==> src/rtl/alu_share_arbiter.sv <==
// Round-robin share of one combinational ALU between two requesters, one op in flight.
// Latency SETTLE+1 edges accept->resp_valid (illegal ctrl: 1); response holds until owner's resp_ready.
module alu_share_arbiter #(
    parameter int WIDTH  = 64,
    parameter int SETTLE = 1
) (
    input  logic             CLK,
    input  logic             Reset,
    input  logic [1:0]       req_valid,
    output logic [1:0]       req_ready,
    input  logic [WIDTH-1:0] req_a0,
    input  logic [WIDTH-1:0] req_a1,
    input  logic [WIDTH-1:0] req_b0,
    input  logic [WIDTH-1:0] req_b1,
    input  logic [3:0]       req_ctrl0,
    input  logic [3:0]       req_ctrl1,
    output logic [1:0]       resp_valid,
    input  logic [1:0]       resp_ready,
    output logic [WIDTH-1:0] resp_data,
    output logic             resp_zero,
    output logic             resp_err,
    output logic             busy,
    output logic [WIDTH-1:0] alu_busa,
    output logic [WIDTH-1:0] alu_busb,
    output logic [3:0]       alu_ctrl,
    input  logic [WIDTH-1:0] alu_busw,
    input  logic             alu_zero
);

    typedef enum logic [1:0] {IDLE, EXEC, RESP} state_t;

    localparam logic [3:0] CNT_INIT = 4'(SETTLE - 1);

    state_t           state_q, state_d;
    logic             owner_q, owner_d;
    logic             last_grant_q, last_grant_d;
    logic [3:0]       cnt_q, cnt_d;
    logic [WIDTH-1:0] busa_q, busa_d;
    logic [WIDTH-1:0] busb_q, busb_d;
    logic [3:0]       ctrl_q, ctrl_d;
    logic [WIDTH-1:0] data_q, data_d;
    logic             zero_q, zero_d;
    logic             err_q, err_d;

    logic [1:0]       grant;
    logic [WIDTH-1:0] sel_a, sel_b;
    logic [3:0]       sel_ctrl;

    function automatic logic ctrl_legal(input logic [3:0] c);
        return (c == 4'h0) || (c == 4'h1) || (c == 4'h2) || (c == 4'h6) || (c == 4'h7);
    endfunction

    // Contention goes to whichever requester was not served last.
    always_comb begin
        grant = 2'b00;
        case (req_valid)
            2'b01:   grant = 2'b01;
            2'b10:   grant = 2'b10;
            2'b11:   grant = last_grant_q ? 2'b01 : 2'b10;
            default: grant = 2'b00;
        endcase
    end

    assign sel_a    = grant[1] ? req_a1    : req_a0;
    assign sel_b    = grant[1] ? req_b1    : req_b0;
    assign sel_ctrl = grant[1] ? req_ctrl1 : req_ctrl0;

    always_ff @(posedge CLK) begin
        if (Reset) begin
            state_q      <= IDLE;
            owner_q      <= 1'b0;
            last_grant_q <= 1'b1;
            cnt_q        <= 4'd0;
            busa_q       <= '0;
            busb_q       <= '0;
            ctrl_q       <= 4'h0;
            data_q       <= '0;
            zero_q       <= 1'b0;
            err_q        <= 1'b0;
        end else begin
            state_q      <= state_d;
            owner_q      <= owner_d;
            last_grant_q <= last_grant_d;
            cnt_q        <= cnt_d;
            busa_q       <= busa_d;
            busb_q       <= busb_d;
            ctrl_q       <= ctrl_d;
            data_q       <= data_d;
            zero_q       <= zero_d;
            err_q        <= err_d;
        end
    end

    always_comb begin
        state_d      = state_q;
        owner_d      = owner_q;
        last_grant_d = last_grant_q;
        cnt_d        = cnt_q;
        busa_d       = busa_q;
        busb_d       = busb_q;
        ctrl_d       = ctrl_q;
        data_d       = data_q;
        zero_d       = zero_q;
        err_d        = err_q;
        case (state_q)
            IDLE: begin
                if (|grant) begin
                    owner_d = grant[1];
                    busa_d  = sel_a;
                    busb_d  = sel_b;
                    ctrl_d  = sel_ctrl;
                    if (ctrl_legal(sel_ctrl)) begin
                        state_d = EXEC;
                        cnt_d   = CNT_INIT;
                    end else begin
                        // Illegal code bypasses the ALU; the bus registers still track the request.
                        state_d = RESP;
                        data_d  = '0;
                        zero_d  = 1'b0;
                        err_d   = 1'b1;
                    end
                end
            end
            EXEC: begin
                if (cnt_q != 4'd0) begin
                    cnt_d = cnt_q - 4'd1;
                end else begin
                    data_d  = alu_busw;
                    zero_d  = alu_zero;
                    err_d   = 1'b0;
                    state_d = RESP;
                end
            end
            RESP: begin
                if (resp_ready[owner_q]) begin
                    last_grant_d = owner_q;
                    state_d      = IDLE;
                end
            end
            default: state_d = IDLE;
        endcase
    end

    always_comb begin
        req_ready  = (state_q == IDLE) ? grant : 2'b00;
        resp_valid = 2'b00;
        if (state_q == RESP) begin
            resp_valid = owner_q ? 2'b10 : 2'b01;
        end
        busy = (state_q != IDLE);
    end

    assign resp_data = data_q;
    assign resp_zero = zero_q;
    assign resp_err  = err_q;
    assign alu_busa  = busa_q;
    assign alu_busb  = busb_q;
    assign alu_ctrl  = ctrl_q;

endmodule

==> config.mk <==
export PLATFORM = sky130hd
export DESIGN_NAME = alu_share_arbiter
export DESIGN_NICKNAME = d
export VERILOG_FILES = /design/src/rtl/alu_share_arbiter.sv
export SDC_FILE = /design/constraint.sdc
export NUM_CORES = 1
export LEC_CHECK = 0
export CAP_MARGIN = 20
export CORE_AREA = 4 4 206 208
export CTS_BUF_LIST = sky130_fd_sc_hd__clkbuf_16
export CTS_CLUSTER_SIZE = 40
export DETAILED_ROUTE_END_ITERATION = 7
export DIE_AREA = 0 0 210 212
export PLACE_DENSITY_LB_ADDON = 0.12
export RECOVER_POWER = 25
export SYNTH_ARGS = -nofsm -noshare
export SYNTH_HDL_FRONTEND = slang
export SYNTH_SLANG_ARGS = --single-unit
==> constraint.sdc <==
create_clock -name CLK -period 2.9 [get_ports CLK]
set_clock_uncertainty 0.1 [all_clocks]
set_input_delay 0.58 -clock CLK [delete_from_list [all_inputs] [get_ports CLK]]
set_output_delay 0.58 -clock CLK [all_outputs]
set_load 0.05 [all_outputs]
## After elaboration in Yosys (flattened, before gate mapping)

Index checks and enable logic that the tools add are counted.

| storage, ports and cells | value |
|---|---|
| flip-flop bits (word level) | 206 |
| input port bits | 335 |
| output and inout bits | 203 |
| logic and storage cells | 73 |

| operators by class | value |
|---|---|
| $add $sub $neg | 1 |
| magnitude comparators | 1 |
| eq/ne operators | 15 |
| mux-type cells | 31 |
| reductions and logical operators | 15 |

Operator list:

| kind | number |
|---|---|
| $mux W64 | 5 |
| $pmux W64 S2 | 1 |
| $mux W2 | 8 |
| $mux W4 | 4 |
| $ne A2 B2 Y1 const B | 6 |
| $pmux W2 S3 | 2 |
| $eq A4 B3 Y1 const B | 2 |
| $mux W1 | 8 |
| $pmux W4 S2 | 1 |
| $reduce_and A4 Y1 | 2 |
| $eq A2 B2 Y1 const B | 3 |
| $eq A2 B1 Y1 const B | 2 |
| $eq A4 B1 Y1 const B | 1 |
| $eq A4 B2 Y1 const B | 1 |
| $logic_not A4 Y1 | 1 |
| $logic_or A1 B1 Y1 | 4 |
| $pmux W1 S2 | 2 |
| $reduce_and A2 Y1 | 2 |
| $reduce_bool A2 Y1 | 2 |
| $reduce_bool A4 Y1 | 1 |
| $sub A4 B1 Y4 const B | 1 |
| $reduce_and A3 Y1 | 1 |
| $logic_not A2 Y1 | 1 |
| $lt A1 B2 Y1 const B | 1 |
| $reduce_or A2 Y1 | 1 |

## Depth between registers and ports, before layout

Gate-level depths: netlist of the first run.

| depth | value |
|---|---|
| depth in word-level cells | 11 |
| gate-level depth with buffers | 8 |
| mapped depth without buffers | 6 |

## Worst setup path before layout of the first run

Ideal clock, no wire load.

| path | value |
|---|---|
| path kind | register to output |
| start | register state_q[1] |
| end | output resp_valid[0] |
| arrival | 1421 ps |
| data required time | 2220 ps |
| slack | 799 ps |
| cell stages (with the launch flop) | 3 |
| cell sequence | dfxtp_1 nor2b_1 nor2b_1 |

| on the way | value |
|---|---|
| word-level cells in the longest chain between the ends | 2 |

Ends and longest elaborated chain:

| what | line | RTL |
|---|---|---|
| from (decl) | 34 | `state_t state_q, state_d;` |
| from (signal assigned) | 81 | `state_q <= state_d;` |
| $eq A2 B2 Y1 | 147 | `if (state_q == RESP) begin` |
| $mux W2 | 147 |  |
| to (decl) | 17 | `output logic [1:0] resp_valid,` |

Every way passes these cells.

## Final worst setup path of the first run

| path | value |
|---|---|
| start | register state_q[1] |
| end | output req_ready[0] |

| on the way | value |
|---|---|
| word-level cells in the longest chain between the ends | 2 |

Ends and longest elaborated chain:

| what | line | RTL |
|---|---|---|
| $logic_not A2 Y1 | 145 | `req_ready = (state_q == IDLE) ? grant : 2'b00;` |
| $mux W2 | 145 |  |
| to (decl) | 10 | `output logic [1:0] req_ready,` |

Every way passes these cells.

==> results of run 1 <==
==> flip-flops by register name (all words and copies together) (netlist names) <==
register and count:
state_q 2, resp_err 1, alu_busa 64, owner_q 1, alu_busb 64, last_grant_q 1
alu_ctrl 4, resp_zero 1, resp_data 64, cnt_q 4
==> cell usage after synthesis (all sizes together), types with 2 or more instances <==
master / number / area share [%]
a311oi: 64 / 6.3
and3b: 2 / 0.20
and2: 2 / 0.14
a211oi: 134 / 11
nand3: 3 / 0.17
nand2b: 2 / 0.14
inv: 7 / 0.30
nor2: 138 / 5.8
or3: 3 / 0.21
mux2i: 133 / 15
nor2b: 5 / 0.35
ha: 2 / 0.28
a21oi: 70 / 3.9
nand2: 68 / 2.9
nor3: 3 / 0.30
dfxtp: 206 / 46
o21ai: 6 / 0.34
xor2: 2 / 0.20
clkbuf: 44 / 1.9
buf: 50 / 3.1
==> kinds of logic after synthesis <==
kind of cell             synth area share [%]
multiplexers                            14.95
XOR/XNOR                               0.2951
adder cells (fa/ha/maj)                0.2810
flip-flops                              46.31
AND/OR/NAND/NOR                         10.65
AO/OA/AOI/OAI                           22.23
buffers and inverters                   5.283
==> final cells by class <==
class	count	area (µm²)
antenna	4	10.01
clock buffer	27	675.6
clock inverter	18	101.3
fill	4105	24880
inverter	7	26.28
multi-input combinational	646	4342
sequential	206	4124
tap	532	665.6
timing repair buffer	564	5729
==> layer usage <==
| metal | track usage [%] | up-vias | part of all wire, % |
|---|---|---|---|
| li1 | - | 4529 | - |
| met5 | 0 | - | 0.028 |
| met3 | 5.519 | 45 | 8.7 |
| met4 | 4.320 | 2 | 2.0 |
| met1 | 20.02 | 4115 | 40 |
| met2 | 28.62 | 298 | 50 |
==> final timing paths <==
check	from	endpoint	slack, ps
hold / removal	Reset	state_q[0]$_SDFFE_PP0P_	380
hold reg to reg	resp_err$_SDFFE_PP0P_	resp_err$_SDFFE_PP0P_	390
setup / recovery	state_q[1]$_SDFFE_PP0P_	req_ready[0]	330
setup reg to reg	state_q[1]$_SDFFE_PP0P_	alu_busb[47]$_SDFFE_PP0P_	480
==> worst max-delay path, delay by kind of cell, from the launching register on <==
kind                   cells  cell delay [ps]
buffers and inverters      3              570
AND/OR/NAND/NOR            2              400
flip-flops                 1              390
==> what timing repair did <==
item                                    CTS  global route
hold endpoints to repair                  0             0
gates resized for setup                   0             1
endpoints found under the setup margin    0             1
==> placed cells by master, fill, tap and decap left out, drive strengths merged <==
cell type / n
a21boi: 1
and4: 1
a21oi: 70
or3b: 1
inv: 17
o221ai: 1
a2111oi: 1
nand2b: 2
nor2b: 5
xnor2: 1
clkinv: 6
o21ai: 6
and3b: 2
a311oi: 64
nand3: 3
nor2: 138
clkdlybuf4s50: 531
nor4: 1
dfxtp: 206
bufinv: 1
xor2: 2
clkinvlp: 1
o21a: 1
diode: 4
ha: 2
buf: 26
nor4b: 1
nor3: 3
nand2: 68
or3: 3
dlymetal6s2s: 1
clkbuf: 33
a211oi: 134
and2: 2
mux2i: 133
==> stage by stage <==
stage | util [%] | power [mW] | hold slack (ps) | setup WS, ps | std cells
3_3_place_gp | 36.92 | 6.792 | 373.6 | 269.4 | 1955
3_5_place_dp | 36.92 | 6.798 | 384.9 | 191.9 | 1955
2_1_floorplan | - | 5.315 | 380.6 | 799.3 | 953
4_1_cts | 38.83 | 9.916 | 339.3 | 43.53 | 2000
6_report | 38.65 | 9.683 | 382.0 | 334.2 | 2004
5_1_grt | 38.65 | 10.17 | 393.0 | 156.5 | 2004
==> where the power goes <==
part / switching [mW] / internal (mW) / leakage [nW] / total [mW]
combinational: 2.05 / 1.32 / 3.46 / 3.37
clock: 1.27 / 1.75 / 0.417 / 3.02
sequential: 0.161 / 3.13 / 1.70 / 3.29
total: 3.49 / 6.20 / 5.58 / 9.68
==> run_results.csv, run 1 <==
group,metric,value,unit
worst_setup_path,path_class,"reg2out",
logic_synthesis,synth_edf_count,0,
global_routing,grt_max_degree,83,
detailed_routing,drt-initial-drc-count,462,
logic_synthesis,seq_area_frac_synth,46.31,%
logic_synthesis,synth_cell_types,33,
worst_setup_path,cp-end-kind,"output pin",
sta,relSlewSlack,43.50,%
die,num_io_pins,538,
power,vdd_drop_max,0.0003434,V
detailed_routing,viasPerCell,4.486,
outcome,outcome,"finished clean",
sta,grt_setup_unrepaired,"false",
worst_setup_path,crit_path_top_delay_cell,"dfxtp_1",
final_layout,synthToLayoutAreaGrowth,76.02,%
sta,setup_violations,0,
logic_synthesis,syn_area,0.008905,mm²
job,maxCapViolCount,0,
worst_setup_path,r2r_cells,6,
logic_synthesis,synth_seq_cells,206,
clocking,postCtsHoldBufs,0,
sta,fin_crit,2566,ps
clocking,cts.sinks,206,
die,die_h,212,µm
detailed_routing,drt_wl_total,39.77,mm
worst_setup_path,start_kind,"flip-flop",
placed_design,routabilityCongestion,0.7790,
placed_design,place_area,0.01497,mm²
die,coreArea,0.04055,mm²
worst_setup_path,cpPeakStageDelay,390,ps
sta,clock.fmax,389.7,MHz
logic_synthesis,mappedNetlistNets,1290,
sta,final_hold_viol_count,0,
logic_synthesis,yosysWarnings,0,
die,die_w,210,µm
clocking,clk_latency,540,ps
sta,setup_tns,0,ps
logic_synthesis,synthFlopType,"dfxtp_1",
global_routing,antenna_found_initial,5,
detailed_routing,dr.pass1.iters,4,
die,start_util,21.96,%
power,cellPowerDensity,617.8,mW/mm²
detailed_routing,drt-wirelength-per-cell,19.84,µm
logic_synthesis,syn_avg_cell_area,9.344,µm²
worst_setup_path,critPathMaxFanout,7,
global_routing,grt_use_total,16.60,%
clocking,post_cts_buffers,0,
global_routing,grt_first_pass_wirelength,57.54,mm
logic_synthesis,synth_cells,953,
clocking,cts_buffers,27,
clocking,clockRootBuffer,"clkbuf_16",
clocking,cts.htree.levels,1,
global_routing,overflow,0,
placed_design,hpwlAfterDp,29.96,mm
worst_setup_path,required,2220,ps
die,fp-row-count,74,
hold_path,hold_path.class,"in2reg",
final_layout,drive_gt1_share,4.632,%
sta,fin_crit_sh,88.48,%
sta,tightest_slew,835.7,ps
logic_synthesis,async_flop_share,0,%
worst_setup_path,worstPathArrival,1890,ps
worst_setup_path,cp_cell_sequence,"nor2_1 -> clkbuf_1 -> nand3_1 -> inv_1 -> buf_12",
die,die_area,0.04452,mm²
clocking,cts_tree,"done",
global_routing,first_global_vias,8840,
sta,slew_violations,0,
placed_design,io_buffers,537,
detailed_routing,num_vias,8989,
detailed_routing,ant_nets,0,
hold_path,whs_path_depth,2,
power,leakage,5.576,nW
detailed_routing,drc,0,
final_layout,fin_nets,1789,
final_layout,final_area,0.01567,mm²
clocking,clkTransAtPathRegs,60,ps
clocking,cts_max_path_buffers,3,
Power figures use the tool's default switching activity.
==> inputs of run 2 (changes only) <==
==> constraint.sdc (replaced) <==
create_clock -name CLK -period 2.9 [get_ports CLK]
set_clock_uncertainty 0.1 [all_clocks]
set_input_delay 0.435 -clock CLK [delete_from_list [all_inputs] [get_ports CLK]]
set_output_delay 0.435 -clock CLK [all_outputs]
set_load 0.05 [all_outputs]
==> run_results.csv, run 2 (synthesized netlist as in run 1, its figures left out) <==
group,metric,value,unit
worst_setup_path,crit_start,"state_q[1]$_SDFFE_PP0P_",
die,start_util,21.96,%
die,coreArea,0.04055,mm²
clocking,cts.sinks,206,
clocking,cts_tree,"done",
worst_setup_path,setup.worst_path.end,"busy",
outcome,outcome,"finished clean",
detailed_routing,num_vias,8962,
worst_setup_path,r2r_cells,5,
die,fp-row-count,74,
worst_setup_path,cp.depth,4,
placed_design,io_buffers,537,
placed_design,routabilityCongestion,0.7655,
final_layout,layout_commonest_cell,"clkdlybuf4s50_1",
sta,fin_crit,2674,ps
detailed_routing,viasPerCell,4.474,
sta,tightest_slew,1187,ps
detailed_routing,dr.pass1.iters,7,
worst_setup_path,required,2370,ps
global_routing,grt_first_pass_wirelength,55.90,mm
sta,fin_crit_sh,92.20,%
clocking,clkTransAtPathRegs,60,ps
worst_setup_path,worstPathArrival,2140,ps
sta,relSlewSlack,20.89,%
final_layout,synthToLayoutAreaGrowth,76.79,%
worst_setup_path,start_kind,"flip-flop",
global_routing,overflow,0,
die,num_io_pins,538,
clocking,cts_buffers,25,
final_layout,drive_gt1_share,5.109,%
worst_setup_path,r2r_end,"alu_busa[11]$_SDFFE_PP0P_",
die,die_w,210,µm
sta,setup_violations,0,
final_layout,final_cell_mix,"clkdlybuf4s50_1, dfxtp_1, nor2_1",
placed_design,hpwlAfterDp,29.53,mm
worst_setup_path,cp_cell_sequence,"nor2_1 -> buf_4 -> inv_1 -> clkdlybuf4s50_1",
final_layout,finalCoreUtilization,38.82,%
die,die_area,0.04452,mm²
detailed_routing,drt_wl_total,38.75,mm
sta,clock.fmax,374.0,MHz
power,cellPowerDensity,622.5,mW/mm²
sta,slew_violations,0,
worst_setup_path,cpPeakStageDelay,830,ps
detailed_routing,drt-initial-drc-count,397,
clocking,clockRootBuffer,"clkbuf_16",
power,leakage,5.581,nW
worst_setup_path,cp-end-kind,"output pin",
detailed_routing,drc,0,
detailed_routing,ant_nets,0,
sta,grt_setup_unrepaired,"false",
sta,final_hold_viol_count,0,
clocking,cts_max_path_buffers,3,
worst_setup_path,r2r_slack,520,ps
clocking,cts.htree.levels,1,
power,power.total,9.800,mW
global_routing,antenna_found_initial,4,
global_routing,grt_max_degree,97,
worst_setup_path,r2r-start,"last_grant_q$_SDFFE_PP1P_",
job,maxCapViolCount,0,
sta,setup_tns,0,ps
worst_setup_path,crit_family,"buffers and inverters",
worst_setup_path,crit_path_top_delay_cell,"clkdlybuf4s50_1",
clocking,clk_latency,530,ps
final_layout,fin_nets,1786,
worst_setup_path,critPathMaxFanout,7,
detailed_routing,drt-wirelength-per-cell,19.34,µm
power,vdd_drop_max,0.0004217,V
hold_path,hold_path.class,"in2reg",
die,die_h,212,µm
global_routing,grt_use_total,16.18,%
worst_setup_path,path_class,"reg2out",
global_routing,first_global_vias,8694,
clocking,postCtsHoldBufs,0,
worst_setup_path,crit_buf_inv,3,
[run 2: cell types whose count changed in the layout (fill, tap and decap cells not counted), sizes merged, moves of 2 or more]
cell	before	now
buf	26	28
inv	17	11
clkinv	6	13
clkbuf	33	27
bufinv	1	3
[run 2: stage by stage]
step	area, µm²	setup slack, ps	hold slack, ps	instances
after floorplan	8905	813.6	380.6	953
after global placement	14980	362.6	372.4	1954
after detailed placement	14980	267.3	389.9	1954
after CTS	15780	154.7	82.06	2000
after global routing	15740	109.5	91.48	2002
final	15740	226.2	107.7	2003
[run 2: final cells by class]
| type | instances | area, µm² |
|---|---|---|
| antenna | 3 | 7.507 |
| clock buffer | 25 | 625.6 |
| clock inverter | 21 | 181.4 |
| fill | 4143 | 24810 |
| inverter | 7 | 26.28 |
| multi-input combinational | 646 | 4342 |
| sequential | 206 | 4124 |
| tap | 532 | 665.6 |
| timing repair buffer | 563 | 5771 |
[run 2: worst register-to-register path, delay by kind of cell (launching register included)]
family	cells	cell delay, ps
AO/OA/AOI/OAI	2	330
multiplexers	1	240
flip-flops	1	380
buffers and inverters	2	1210
[run 2: power by group]
part	internal, mW	switching, mW	leakage [nW]
sequential	3.13	0.160	1.70
combinational	1.34	2.05	3.47
clock	1.84	1.28	0.413
total	6.31	3.49	5.58
[run 2: per-layer routing]
| metal | vias up | GRT usage (%) | routed length [µm] |
|---|---|---|---|
| met5 | - | 0 | 26 |
| met4 | 4 | 4.388 | 890 |
| met3 | 50 | 4.987 | 3137 |
| met2 | 302 | 27.47 | 19190 |
| met1 | 4047 | 20.02 | 15500 |
| li1 | 4559 | - | - |
[run 2: how the worst min path moves through the flow]
stage	startpoint	end	depth (start not counted)	slack, ps
after floorplan	cnt_q[3]$_SDFFE_PP0P_	cnt_q[3]$_SDFFE_PP0P_	2	380
after global placement	resp_err$_SDFFE_PP0P_	resp_err$_SDFFE_PP0P_	2	370
after detailed placement	alu_busb[47]$_SDFFE_PP0P_	alu_busb[47]$_SDFFE_PP0P_	2	390
after CTS	Reset	owner_q$_SDFFE_PP0P_	2	80
after global routing	Reset	state_q[0]$_SDFFE_PP0P_	2	90
final	Reset	state_q[0]$_SDFFE_PP0P_	2	110
[run 2: timing repair]
action / in CTS / in global routing
setup buffers: 0 / 0
endpoints found under the setup margin: 1 / 0
gates resized for setup: 1 / 0
